===== src/rtl/div_pkg.sv =====
// Shared types and constants for the iterative divider.
// FSM state encoding, default width, divide-by-zero quotient.
package div_pkg;

  localparam int DIV_W = 32;

  localparam logic [DIV_W-1:0] DIV_ZERO_Q = '1;

  typedef enum logic [1:0] {
    IDLE = 2'd0,
    RUN  = 2'd1,
    FIN  = 2'd2
  } div_st_t;

endpackage


===== src/rtl/div_step.sv =====
// One combinational restoring-division step.
// in: rem, q, divisor  out: rem_next, q_next
module div_step
  import div_pkg::*;
#(
  parameter int WIDTH = DIV_W
) (
  input  logic [WIDTH-1:0] rem,
  input  logic [WIDTH-1:0] q,
  input  logic [WIDTH-1:0] divisor,
  output logic [WIDTH-1:0] rem_next,
  output logic [WIDTH-1:0] q_next
);

  logic [WIDTH:0] sh;
  logic [WIDTH:0] diff;
  logic           ge;

  assign sh   = {rem, q[WIDTH-1]};
  assign diff = sh - {1'b0, divisor};
  // sh < 2*divisor, so the top bit of diff is a clean borrow
  assign ge   = ~diff[WIDTH];

  assign rem_next = ge ? diff[WIDTH-1:0] : sh[WIDTH-1:0];
  assign q_next   = {q[WIDTH-2:0], ge};

endmodule


===== src/rtl/div_unit.sv =====
// Iterative DIV/DIVU unit: quotient -> LO, remainder -> HI.
// in: clk reset start is_signed dividend divisor; out: busy done quotient remainder div_by_zero
module div_unit
  import div_pkg::*;
#(
  parameter int WIDTH = DIV_W,
  parameter int CNT_W = 6
) (
  input  logic             clk,
  input  logic             reset,
  input  logic             start,
  input  logic             is_signed,
  input  logic [WIDTH-1:0] dividend,
  input  logic [WIDTH-1:0] divisor,
  output logic             busy,
  output logic             done,
  output logic [WIDTH-1:0] quotient,
  output logic [WIDTH-1:0] remainder,
  output logic             div_by_zero
);

  div_st_t st_q, st_d;

  logic [WIDTH-1:0] rem_q, q_q, dvs_q;
  logic [WIDTH-1:0] q_out, r_out;
  logic [CNT_W-1:0] cnt_q;
  logic             q_neg, r_neg;
  logic             dz_q, dz_out;

  logic [WIDTH-1:0] rem_n, q_n;
  logic [WIDTH-1:0] a_mag, b_mag;
  logic [WIDTH-1:0] q_fix, r_fix;
  logic             bzero;

  assign bzero = (divisor == '0);
  assign a_mag = (is_signed & dividend[WIDTH-1]) ? -dividend : dividend;
  assign b_mag = (is_signed & divisor[WIDTH-1]) ? -divisor : divisor;

  div_step #(.WIDTH(WIDTH)) u_step (
    .rem      (rem_q),
    .q        (q_q),
    .divisor  (dvs_q),
    .rem_next (rem_n),
    .q_next   (q_n)
  );

  always_ff @(posedge clk) begin
    if (reset) st_q <= IDLE;
    else       st_q <= st_d;
  end

  // A zero divisor enters RUN with cnt=0: one empty cycle, no steps
  always_comb begin
    st_d = st_q;
    unique case (st_q)
      IDLE:    if (start) st_d = RUN;
      RUN:     if (cnt_q <= CNT_W'(1)) st_d = FIN;
      FIN:     st_d = IDLE;
      default: st_d = IDLE;
    endcase
  end

  // On a zero divisor q_q carries the raw dividend for HI
  assign q_fix = dz_q  ? DIV_ZERO_Q :
                 q_neg ? -q_q : q_q;
  assign r_fix = dz_q  ? q_q :
                 r_neg ? -rem_q : rem_q;

  assign busy        = (st_q != IDLE);
  assign done        = (st_q == FIN);
  assign quotient    = done ? q_fix : q_out;
  assign remainder   = done ? r_fix : r_out;
  assign div_by_zero = done ? dz_q  : dz_out;

  always_ff @(posedge clk) begin
    if (reset) begin
      rem_q  <= '0;
      q_q    <= '0;
      dvs_q  <= '0;
      cnt_q  <= '0;
      q_neg  <= 1'b0;
      r_neg  <= 1'b0;
      dz_q   <= 1'b0;
      dz_out <= 1'b0;
      q_out  <= '0;
      r_out  <= '0;
    end else begin
      unique case (st_q)
        IDLE: if (start) begin
          rem_q <= '0;
          dz_q  <= bzero;
          q_neg <= is_signed & (dividend[WIDTH-1] ^ divisor[WIDTH-1]);
          r_neg <= is_signed & dividend[WIDTH-1];
          if (bzero) begin
            q_q   <= dividend;
            dvs_q <= '0;
            cnt_q <= '0;
          end else begin
            q_q    <= a_mag;
            dvs_q  <= b_mag;
            cnt_q  <= CNT_W'(WIDTH);
            dz_out <= 1'b0;
          end
        end
        RUN: if (cnt_q != '0) begin
          rem_q <= rem_n;
          q_q   <= q_n;
          cnt_q <= cnt_q - 1'b1;
        end
        FIN: begin
          q_out  <= q_fix;
          r_out  <= r_fix;
          dz_out <= dz_q;
        end
        default: ;
      endcase
    end
  end

endmodule


===== config.mk =====
export PLATFORM = sky130hd
export DESIGN_NAME = div_unit
export DESIGN_NICKNAME = d
export VERILOG_FILES = /design/src/rtl/div_pkg.sv /design/src/rtl/div_step.sv /design/src/rtl/div_unit.sv
export SDC_FILE = /design/constraint.sdc
export NUM_CORES = 1
export LEC_CHECK = 0
export ABC_AREA = 1
export BUFFER_PORTS_ARGS = -buffer_cell sky130_fd_sc_hd__clkbuf_2
export CAP_MARGIN = 5
export CORE_MARGIN = 1
export CORE_UTILIZATION = 55
export CTS_BUF_LIST = sky130_fd_sc_hd__clkbuf_16
export DETAILED_ROUTE_END_ITERATION = 12
export PLACE_DENSITY = 0.78
export SYNTH_ARGS = -nofsm -noshare
export SYNTH_HDL_FRONTEND = slang
export SYNTH_SLANG_ARGS = --single-unit
export TNS_END_PERCENT = 50

===== constraint.sdc =====
create_clock -name clk -period 2.4 [get_ports clk]
set_input_delay 0 -clock clk [delete_from_list [all_inputs] [get_ports clk]]
set_output_delay 0 -clock clk [all_outputs]
set_load 0.005 [all_outputs]

==> insert_results.sql <==
INSERT INTO impl_metrics (metric_group, metric, value, unit) VALUES
('route', 'detail_route.first_pass.iterations', '6', ''),
('status', 'run_status', 'complete, no violations', ''),
('floorplanning', 'die-width', '159', 'um'),
('clocking', 'cell_at_the_root_of_the_clock_tree', 'sky130_fd_sc_hd__clkbuf_16', ''),
('synthesis', 'synthDominantAreaCellType', 'sky130_fd_sc_hd__dfxtp_1', ''),
('global_route', 'grt_start_max_net_pins', '64', ''),
('synthesis', 'yosysUniqueCellTypes', '48', ''),
('sta', 'timing.slew.headroom', '0.364', ''),
('sta', 'setup_ws', '0.0162', 'ns'),
('route', 'drt.antenna.violating_nets', '0', ''),
('synthesis', 'synth_area_per_cell', '5.95', 'um2'),
('route', 'route.vias.total', '16078', ''),
('sta', 'rsz0062_at_grt', 'yes', ''),
('route', 'vias_per_cell', '5.68', ''),
('worst_setup_path', 'required_time_of_the_critical_path', '2.40', 'ns'),
('synthesis', 'synth_fa_ha_area_frac', '0.0366', ''),
('power', 'p_total', '12.7', 'mW'),
('placed_design', 'routabilityCongestion', '0.999', ''),
('sta', 'finalClockSkew', '0.0174', 'ns'),
('synthesis', 'dominantRegCellSynth', 'sky130_fd_sc_hd__dfxtp_1', ''),
('global_route', 'antenna_violations_before_repair', '0', ''),
('global_route', 'globalRouteOverflowTotal', '0', ''),
('floorplanning', 'placement_rows', '57', ''),
('synthesis', 'synth_simple_gate_area_frac', '0.389', ''),
('placed_design', 'placed_area', '0.0148', 'mm2'),
('clocking', 'cts_max_path_buffers', '2', ''),
('sta', 'count_of_final_max_slew_check_failures', '0', ''),
('synthesis', 'synth_area_leaders', 'sky130_fd_sc_hd__dfxtp_1, sky130_fd_sc_hd__nand2_1, sky130_fd_sc_hd__inv_1', ''),
('sta', 'slew_of_the_pin_with_the_lowest_slew_margin', '0.953', 'ns'),
('floorplanning', 'die-area', '0.0253', 'mm2'),
('global_route', 'grt.total_usage', '0.365', ''),
('clocking', 'tritoncts', 'yes', ''),
('flow_run', 'timing.max_cap.violations', '0', ''),
('synthesis', 'post_synthesis_mux_area_share', '0', ''),
('synthesis', 'synthesized_area', '0.0136', 'mm2'),
('synthesis', 'synth_seq_cells', '172', ''),
('route', 'drcViolationCount', '0', ''),
('sta', 'setup_viol_count_final', '0', ''),
('route', 'dr.first_iter.drc_count', '1712', ''),
('clocking', 'cts.reportedPaths.clkPinSlew', '0.08', 'ns'),
('placed_design', 'port_buffers', '134', ''),
('sta', 'finalHoldWorstSlack', '0.00709', 'ns'),
('global_route', 'first_pass_grt_wire_length', '73900', 'um'),
('power', 'switching_power', '5.88', 'mW'),
('placed_design', 'post-dp-hpwl', '35700', 'um'),
('sta', 'timing.final.crit_share', '0.993', ''),
('power', 'internal-power', '6.80', 'mW'),
('floorplanning', 'initial_utilization', '0.559', ''),
('synthesis', 'post_synth_xor_area_fraction', '0.0239', ''),
('sta', 'finalHoldViolCount', '0', ''),
('worst_setup_path', 'critPathCaptureType', 'output port', ''),
('synthesis', 'largest_family_of_logic_cells_by_synthesized_area', 'simple AND/OR/NAND/NOR gates', ''),
('route', 'wl_per_cell', '17.0', 'um'),
('power', 'clock_power_share', '0.226', ''),
('clocking', 'tritoncts_buffer_count', '17', ''),
('layout', 'layout-area-overhead-vs-synth', '23.2', '%'),
('placed_design', 'place_worst_setup_slack', '0.0181', 'ns'),
('layout', 'insertedDiodeCount', '0', ''),
('sta', 'fmax', '0.419', 'GHz'),
('power', 'power.switching_fraction', '0.464', ''),
('route', 'route.final.wire_length', '48200', 'um'),
('synthesis', 'synth.net_count', '2385', ''),
('power', 'power-per-cell-area', '759', 'mW/mm2'),
('floorplanning', 'die_height', '159', 'um'),
('clocking', 'cts_sinks', '172', ''),
('clocking', 'clk-insertion-delay-late', '0.45', 'ns'),
('floorplanning', 'placeable_area', '0.0242', 'mm2'),
('global_route', 'grt_pass1_vias', '14279', ''),
('layout', 'drive_above_1_share', '0.179', ''),
('synthesis', 'asyncSetResetFlopFracSynth', '0', ''),
('floorplanning', 'top_level_ports', '135', '');
-- stage by stage --
step,utilization,setup TNS [ns],cells
floorplan,-,0,2278
global placement,0.609,0,2721
detailed placement,0.609,0,2721
CTS,0.666,-0.00209,2820
global route,0.689,-1.37,2833
finish,0.689,0,2833
-- worst max-delay path, cell delays in order, from the launching register on --
cell                       delay (ns)
sky130_fd_sc_hd__dfxtp_2         0.38
sky130_fd_sc_hd__inv_1           0.14
sky130_fd_sc_hd__nand2_2         0.10
sky130_fd_sc_hd__nor2_2          0.15
sky130_fd_sc_hd__nand3_1         0.08
sky130_fd_sc_hd__nor2_1          0.29
sky130_fd_sc_hd__nand3_1         0.13
sky130_fd_sc_hd__nand2_1         0.09
sky130_fd_sc_hd__nand2_1         0.07
sky130_fd_sc_hd__nand2_1         0.10
sky130_fd_sc_hd__o211ai_1        0.13
sky130_fd_sc_hd__nand2_1         0.14
sky130_fd_sc_hd__inv_1           0.05
sky130_fd_sc_hd__clkbuf_2        0.10
-- power groups by stage --
stage                     Sequential (mW)  Combinational, mW  Clock [mW]
final                                3.49               6.33        2.87
after global routing                 3.50               6.92        2.98
after CTS                            3.43               5.72        2.86
after detailed placement             3.49               5.49           0
after global placement               3.49               5.40           0
after floorplan                      3.38               3.88           0
-- layout make-up --
type / instances / area (um2) / area share
Inverter: 379 / 1430 / 0.0858
Clock inverter: 15 / 191 / 0.0115
Sequential cell: 172 / 3470 / 0.208
Clock buffer: 17 / 425 / 0.0255
Multi-Input combinational cell: 1650 / 8780 / 0.526
Tap cell: 324 / 405 / 0.0243
Timing Repair Buffer: 276 / 2000 / 0.120
-- per-layer routing --
layer | vias to the layer above | wire, um | GRT usage | share of wire
li1 | 7753 | - | - | -
met1 | 7390 | 20600 | 0.511 | 0.43
met2 | 814 | 21800 | 0.585 | 0.45
met3 | 121 | 4300 | 0.0451 | 0.089
met4 | 0 | 1440 | 0.108 | 0.030
met5 | - | 0 | 0 | 0
-- sequential cells by signal (all words and copies together) (netlist names) --
signal  count
dz_q        1
r_out      32
cnt_q       6
rem_q      32
dz_out      1
r_neg       1
dvs_q      32
st_q        2
q_out      32
q_neg       1
q_q        32
-- worst paths after layout --
check	start	endpoint	slack (ns)	depth (start not counted)
setup / recovery	q_q[4]	quotient[28]	0.02	13
hold / removal	divisor[1]	dvs_q[1]	0.007	5
setup reg to reg	dvs_q[14]	rem_q[25]	0.02	15
hold reg to reg	dvs_q[26]	dvs_q[26]	0.49	2
-- cells in the final DEF, fill, tap and decap left out, drive strengths merged, types with 10 or more instances in the layout --
cell type | netlist | routed
nand3 | 261 | 261
nor3 | 25 | 25
nand4 | 25 | 25
o211ai | 10 | 10
a21oi | 192 | 192
clkinv | 3 | 11
o22ai | 26 | 26
clkbuf | 49 | 150
nor2 | 202 | 202
buf | 29 | 83
inv | 376 | 381
ha | 38 | 38
o21ai | 145 | 145
nand3b | 14 | 14
dlygate4sd3 | 0 | 60
dfxtp | 172 | 172
and2 | 14 | 14
or2 | 10 | 10
nand2 | 612 | 613
xor2 | 28 | 28
-- repair_timing --
item	4_1_cts	5_1_grt
hold buffers	60	0
hold endpoints to repair	62	0
gates resized for setup	31	116
pin swaps	9	29
cloned	0	2
endpoints found under the setup margin	26	69
setup buffers	7	11
-- synth_stat cells, types with 17 or more instances --
cell                         n
sky130_fd_sc_hd__a21oi_1   178
sky130_fd_sc_hd__clkbuf_1   49
sky130_fd_sc_hd__dfxtp_1   172
sky130_fd_sc_hd__ha_1       38
sky130_fd_sc_hd__inv_1     357
sky130_fd_sc_hd__inv_2      19
sky130_fd_sc_hd__nand2_1   580
sky130_fd_sc_hd__nand2_4    17
sky130_fd_sc_hd__nand3_1   247
sky130_fd_sc_hd__nand4_1    25
sky130_fd_sc_hd__nor2_1    188
sky130_fd_sc_hd__nor3_1     22
sky130_fd_sc_hd__o21ai_0   137
sky130_fd_sc_hd__o22ai_1    26
sky130_fd_sc_hd__xor2_1     28
-- cells by family (layout without fill, tap and decap cells) --
group           after synthesis  count (layout)
compound gates              405             405
xor+xnor                     37              37
fa+ha+maj                    39              39
buf+inv                     457             687
flops                       172             172
simple gates               1168            1169
Note: power is estimated with default switching activity, not from simulation.
